--- src/rtl/feature_fetch_pp.sv ---
// Feature fetch engine: unpacks IN_W-bit read words into DATA_W-bit elements and
// writes one element per cycle into a ping-pong pair of feature-in banks.
module feature_fetch_pp #(
  parameter int IN_W   = 128,
  parameter int DATA_W = 16,
  parameter int ADDR_W = 15,
  parameter int SIZE_W = 8,
  parameter int CH_W   = 8
) (
  input  logic              clk,
  input  logic              rst,
  input  logic              start,
  input  logic [SIZE_W-1:0] feature_size,
  input  logic [CH_W-1:0]   channels,
  input  logic              bank_hold,
  input  logic              feature_in_select,
  input  logic [IN_W-1:0]   i_data,
  input  logic              i_valid,
  output logic              i_ready,
  output logic [ADDR_W-1:0] wr_addr,
  output logic [DATA_W-1:0] wr_data,
  output logic              wr_en,
  output logic              i_mem_select,
  output logic              busy,
  output logic              done,
  output logic              err
);

  localparam int LANES = IN_W / DATA_W;
  localparam int LW    = (LANES > 1) ? $clog2(LANES) : 1;
  localparam int TW    = 2 * SIZE_W + CH_W;
  localparam logic [TW:0] DEPTH = (TW+1)'(1) << ADDR_W;

  // Handshake: a word moves on a cycle where i_valid && i_ready; i_ready never
  // depends on i_valid, so the source may hold or drop valid at will.
  typedef enum logic [1:0] {IDLE, FETCH, FINISH} state_t;
  state_t state, state_n;

  logic [TW-1:0]   total_in, total_q, cnt;
  logic [TW:0]     words_in, words_q, acc_cnt;
  logic [IN_W-1:0] buf_q;
  logic [LW-1:0]   lane_q;
  logic            too_big, empty, accept, last_lane, last_elem;

  assign total_in  = TW'(feature_size) * TW'(feature_size) * TW'(channels);
  assign words_in  = ({1'b0, total_in} + (TW+1)'(LANES - 1)) / (TW+1)'(LANES);
  assign too_big   = {1'b0, total_in} > DEPTH;
  assign empty     = (total_in == '0);
  assign last_lane = (lane_q == LW'(LANES - 1));
  assign last_elem = (cnt == total_q - TW'(1));

  // wr_en doubles as "buffer holds an unwritten lane"; refill only as it drains.
  assign i_ready = (state == FETCH) && (acc_cnt < words_q) && (!wr_en || last_lane);
  assign accept  = i_valid && i_ready;
  assign busy    = (state == FETCH);
  assign done    = (state == FINISH);
  assign wr_addr = cnt[ADDR_W-1:0];
  assign wr_data = buf_q[int'(lane_q)*DATA_W +: DATA_W];

  always_ff @(posedge clk or posedge rst) begin
    if (rst) state <= IDLE;
    else     state <= state_n;
  end

  always_comb begin
    state_n = state;
    case (state)
      IDLE:    if (start) state_n = (too_big || empty) ? FINISH : FETCH;
      FETCH:   if (wr_en && last_elem) state_n = FINISH;
      FINISH:  state_n = IDLE;
      default: state_n = IDLE;
    endcase
  end

  always_ff @(posedge clk or posedge rst) begin
    if (rst) begin
      total_q      <= '0;
      words_q      <= '0;
      acc_cnt      <= '0;
      cnt          <= '0;
      buf_q        <= '0;
      lane_q       <= '0;
      wr_en        <= 1'b0;
      i_mem_select <= 1'b0;
      err          <= 1'b0;
    end else begin
      case (state)
        IDLE: begin
          wr_en <= 1'b0;
          if (start) begin
            total_q <= total_in;
            words_q <= words_in;
            acc_cnt <= '0;
            cnt     <= '0;
            err     <= too_big;
            if (!too_big) i_mem_select <= bank_hold ? feature_in_select : ~i_mem_select;
          end
        end
        FETCH: begin
          if (wr_en) cnt <= cnt + TW'(1);
          if (accept) begin
            buf_q   <= i_data;
            lane_q  <= '0;
            wr_en   <= 1'b1;
            acc_cnt <= acc_cnt + (TW+1)'(1);
          end else if (wr_en) begin
            // Trailing lanes of the final word are dropped once the tile is complete.
            if (last_elem || last_lane) wr_en  <= 1'b0;
            else                        lane_q <= lane_q + LW'(1);
          end
        end
        default: wr_en <= 1'b0;
      endcase
    end
  end

endmodule

--- config.mk ---
export PLATFORM = sky130hd
export DESIGN_NAME = feature_fetch_pp
export DESIGN_NICKNAME = d
export VERILOG_FILES = /design/src/rtl/feature_fetch_pp.sv
export SDC_FILE = /design/constraint.sdc
export NUM_CORES = 1
export LEC_CHECK = 0
export CAP_MARGIN = 20
export CORE_MARGIN = 2
export CORE_UTILIZATION = 66
export DETAILED_ROUTE_END_ITERATION = 8
export DONT_BUFFER_PORTS = 1
export PLACE_DENSITY = 0.82
export SLEW_MARGIN = 20
export SYNTH_ARGS = -nofsm -noshare
export SYNTH_HDL_FRONTEND = slang
export SYNTH_SLANG_ARGS = --single-unit
export TNS_END_PERCENT = 30
--- constraint.sdc ---
create_clock -name clk -period 8.7 [get_ports clk]
set_clock_uncertainty 0.15 [all_clocks]
set_input_delay 0.87 -clock clk [delete_from_list [all_inputs] [get_ports clk]]
set_output_delay 0.87 -clock clk [all_outputs]
set_load 0.01 [all_outputs]
## Word-level counts from Yosys, hierarchy flattened

Index checks and enable logic that the tools add are counted.

- Bits in registers: 231
- Output and inout bits: 37
- Logic and storage cells: 68

- Add/sub/neg operators: 5
- Multipliers: 2
- $lt $le $gt $ge: 2
- Equal/unequal tests: 9
- Shift operators: 1
- Multiplexer cells: 18
- Bitwise operators: 2
- Reduce and logical (&&, ||, !) cells: 19

Operators with widths:

| kind | count |
|---|---|
| $shiftx 128x8->16 | 1 |
| $mux 25 | 2 |
| $pmux 25 s2 | 1 |
| $mux 24 | 2 |
| $pmux 24 s2 | 1 |
| $add 24x3->25 const B | 1 |
| $add 25x1->25 const B | 1 |
| $lt 25x22->1 | 1 |
| $add 24x1->24 const B | 1 |
| $eq 24x24->1 | 1 |
| $gt 24x16->1 const B | 1 |
| $logic_not 24->1 | 1 |
| $mul 16x8->24 | 1 |
| $sub 24x1->24 const B | 1 |
| $mul 8x8->16 | 1 |
| $reduce_and 3->1 | 4 |
| $mux 3 | 3 |
| $mux 2 | 3 |
| $ne 2x2->1 const B | 3 |
| $reduce_and 2->1 | 3 |
| $mux 1 | 5 |
| $logic_and 1x1->1 | 4 |
| $ne 2x1->1 const B | 2 |
| $pmux 2 s2 | 1 |
| other kinds (9) | 13 |

## Depth between registers and ports, before layout

- Depth after elaboration: 7
- Depth in mapped cells: 38
- Depth with buffers taken out: 36

## Worst setup path after synthesis

OpenSTA, ideal clock, no wires.

- Path kind: input-to-reg
- Start: in feature_size[0]
- End: reg i_mem_select
- Library setup time: 0.092 ns
- Arrival time: 9.231 ns
- Required time: 8.458 ns
- Slack: -0.773 ns
- Cell stages on the path: 33
- Buffers on the path: 2
- Cells stage by stage: clkbuf_1 -> and2_1 -> ha_1 -> a31o_2 -> fa_1 -> inv_1 -> fa_1 -> fa_1 -> inv_1 -> ha_1 -> a21oi_1 -> o21bai_1 -> a41oi_1 -> nor2b_1 -> xnor2_1 -> and2_1 -> fa_1 -> fa_1 -> fa_1 -> inv_1 -> fa_1 -> inv_1 -> ha_1 -> clkbuf_1 -> a21oi_1 -> inv_1 -> a2111oi_2 -> and4b_4 -> or3_1 -> a211oi_1 -> and4b_1 -> nand2_1 -> o31ai_2

- Word-level cells in the longest chain between the ends: 5

Ends and longest elaborated chain:

| what | line | source |
|---|---|---|
| from (decl) | 13 | `input logic [SIZE_W-1:0] feature_size,` |
| $mul 8x8->16 | 45 | `assign total_in = TW'(feature_size) * TW'(feature_size) * TW'(channels);` |
| $mul 16x8->24 | 45 |  |
| $gt 24x16->1 | 47 | `assign too_big = {1'b0, total_in} > DEPTH;` |
| $not 1->1 (no source line) | - |  |
| $reduce_and 3->1 (no source line) | - |  |
| to (signal assigned) | 96 | `if (!too_big) i_mem_select <= bank_hold ? feature_in_select : ~i_mem_select;` |
| to (decl) | 23 | `output logic i_mem_select,` |

No other way between the ends.
A chain may end at the register's enable or synchronous reset.

## Final worst setup path

- Start: in feature_size[2]
- End: reg words_q[20]

- Word-level cells in the longest chain between the ends: 3

Ends and longest elaborated chain:

| what | line | source |
|---|---|---|
| $mul 8x8->16 | 45 |  |
| $mul 16x8->24 | 45 |  |
| $add 24x3->25 | 46 | `assign words_in = ({1'b0, total_in} + (TW+1)'(LANES - 1)) / (TW+1)'(LANES);` |
| to (signal assigned) | 92 | `words_q <= words_in;` |
| to (decl) | 40 | `logic [TW:0] words_in, words_q, acc_cnt;` |

No other way between the ends.

==> metrics.txt <==
status=complete, but fails checks; violated checks=DRC; DR WL/cell=17.8 microns; Rows=59; multiplexer share of the synthesized area=0.0566; die area=roughly 0.028 sq mm; core area=approximately 0.026 sq mm; Fmax=about 0.12 GHz; Worst setup EP type=register; final core utilization=0.753; Worst-Margin Slew=about 980 ps; clock sinks=between 200 and 250; Hold Crit Class=primary input to async pin; Synth Net Count=about 2300; CP Launch Type=primary input; hold slack=approximately 160 ps; GPL Wtd Cong=about 0.9; fin worst setup slack=263 ps; 1st-pass router iterations=8; fraction of the mapped netlist area in adder cells=0.187; Crit path required time=approximately 9000 ps; die width=between 150 and 200 microns; post-route ant nets=0; Num CTS Buffers=25; worst setup path class=primary input to register; Slew headroom=0.349; critical path fanouts, max=8; post-synthesis simple-gate area fraction=0.239; first-pass GRT wire length=around 69000 microns; worst path arrival time=between 8000 and 9000 ps; initial antenna violation count=0; Clock Tree Root=clkbuf_16; slowest stage cell, crit path=or4_4; Synth area leaders=dfrtp_1 (33%), nand2_1 (12%), fa_1 (12%); vias per inst=roughly 5.9; Final Hold Viols=0; antenna cells=0; sequential share of the synthesized area=0.329; Worst path max stage delay=a little under 600 ps; compound-gate portion of the synthesized area=0.0703; share of layout cells above drive strength 1=0.159; top cell type's share of synthesized area=0.329; CP most frequent cell=fa_1; worst slack at placement=-441 ps; largest family of logic cells by synthesized area=simple AND/OR/NAND/NOR gates; PortBufs=0; routed wire length=about 42000 microns; Residual DRC=12; Post-synth EDFFs=0; worst-case clock buffer depth=3; Max Cap Violations=0; Initial Util=0.672; Final #Nets=2357; synthesized area=between 0.015 and 0.02 sq mm; most frequent cells in the layout=nand2_1 (541), dfrtp_1 (230), inv_1 (152); XOR/XNOR Fraction of Synth Area=0.0582; Via Count=14000; Die H=between 150 and 200 microns; Yosys cell types=just over 80; Final Setup Violations=0; DP HPWL=between 30000 and 40000 microns; commonest non-fill, non-tap cell in the layout=nand2_1; setup total negative slack=0 ps; Pins Over Slew Limit=0; final worst-path cycle share=0.970; ys async rst share=1.00; cells after synthesis=between 1500 and 2000; #FFs+latches synth=around 230; clk_lat worst skew=approximately 530 ps; Reg area=around 0.0058 sq mm; Multi-input gate area=between 0.01 and 0.015 sq mm; hold buffers post-CTS=0; Yosys warning total=0; gr usage total=0.299; Main synth FF type=dfrtp_1; Worst-path clk slew=70 ps; Fill cells=1767; leading area contributor after synthesis=dfrtp_1; vias in the first global route=~14000; CTS tree=built; synthesis-to-layout area growth=12.0%; IO Pins=~190; H-tree depth=1; largest net degree at the start of global routing=roughly 160; DRC marker count from the first detailed-route iteration=roughly 1200; Mean Syn Cell Area=~9 sq um; Min Clock Period, post-route=between 8000 and 9000 ps; GRT Residual Overflow=0
[kinds of logic (layout without fill, tap and decap cells)]
group	Yosys count	count (layout)
and+or+nand+nor	910	910
muxes	57	57
adders and majority gates	202	202
buffers and inverters	263	321
xor gates and xnor gates	116	116
DFF	231	231
AOI/OAI and AO/OA	186	186
[sequential cells by signal, summed over array words and instances (netlist names)]
name,cells
acc_cnt,25
buf_q,128
cnt,24
err,1
i_mem_select,1
lane_q,3
state,2
total_q,24
words_q,22
wr_en,1
[critical path: cells and delay by family]
kind	cells	cell delay, ps
compound gates	6	840
xor+xnor	3	450
fa+ha+maj	10	4260
buf+inv	8	610
simple gates	6	1600
[area by class of cell]
| type | instances | area share |
|---|---|---|
| Sequential cell | 231 | 0.294 |
| Clock inverter | 14 | 0.00553 |
| Timing Repair Buffer | 119 | 0.0456 |
| Clock buffer | 31 | 0.0339 |
| Multi-Input combinational cell | 1471 | 0.569 |
| Inverter | 157 | 0.0306 |
| Tap cell | 335 | 0.0213 |
[synthesized netlist by cell type, types with 7 or more instances]
library cell,count
nand2_1,546
dfrtp_1,231
inv_1,157
and2_1,112
fa_1,101
ha_1,101
clkbuf_1,79
nor2_1,79
xnor2_1,60
xor2_1,55
o21ai_0,50
a21oi_1,43
nand3_1,41
mux4_2,32
and3_1,22
nor3_1,21
mux2_2,19
nand4_1,16
nor2b_1,16
buf_4,15
a211oi_1,10
o21a_1,8
or3_1,8
a21o_1,7
buf_2,7
o211ai_1,7
[through the flow]
stage          cells  cell area (sq um)
2_1_floorplan   1965              17900
3_3_place_gp    2304              18600
3_5_place_dp    2304              18600
4_1_cts         2349              19400
5_1_grt         2358              19700
6_report        2358              19700
[worst paths after layout]
| check | end | start | cells after the start | slack (ps) |
|---|---|---|---|---|
| setup / recovery | words_q[20] | feature_size[2] | 33 | 260 |
| hold reg to reg | buf_q[103] | buf_q[103] | 2 | 320 |
| setup reg to reg | lane_q[0] | acc_cnt[10] | 10 | 4600 |
| max in group asynchronous | lane_q[0] | rst | 2 | 6710 |
| min in group clk | buf_q[60] | i_data[60] | 2 | 290 |
| hold / removal | buf_q[107] | rst | 1 | 160 |
[layer usage]
metal,track usage,share of wire,vias up
met5,0,0,-
met4,0.105,0.033,0
met3,0.0392,0.067,103
met2,0.507,0.50,525
met1,0.400,0.40,6947
li1,-,-,6450
[what timing repair did]
action	in CTS	in global routing
setup endpoints to repair	0	12
buffers inserted	0	9
gates resized for setup	0	40
hold endpoints to repair	0	0
Power is left out: the tool's default activity adds up to more than one toggle a clock period on the data nets, which glitch-free logic cannot reach.
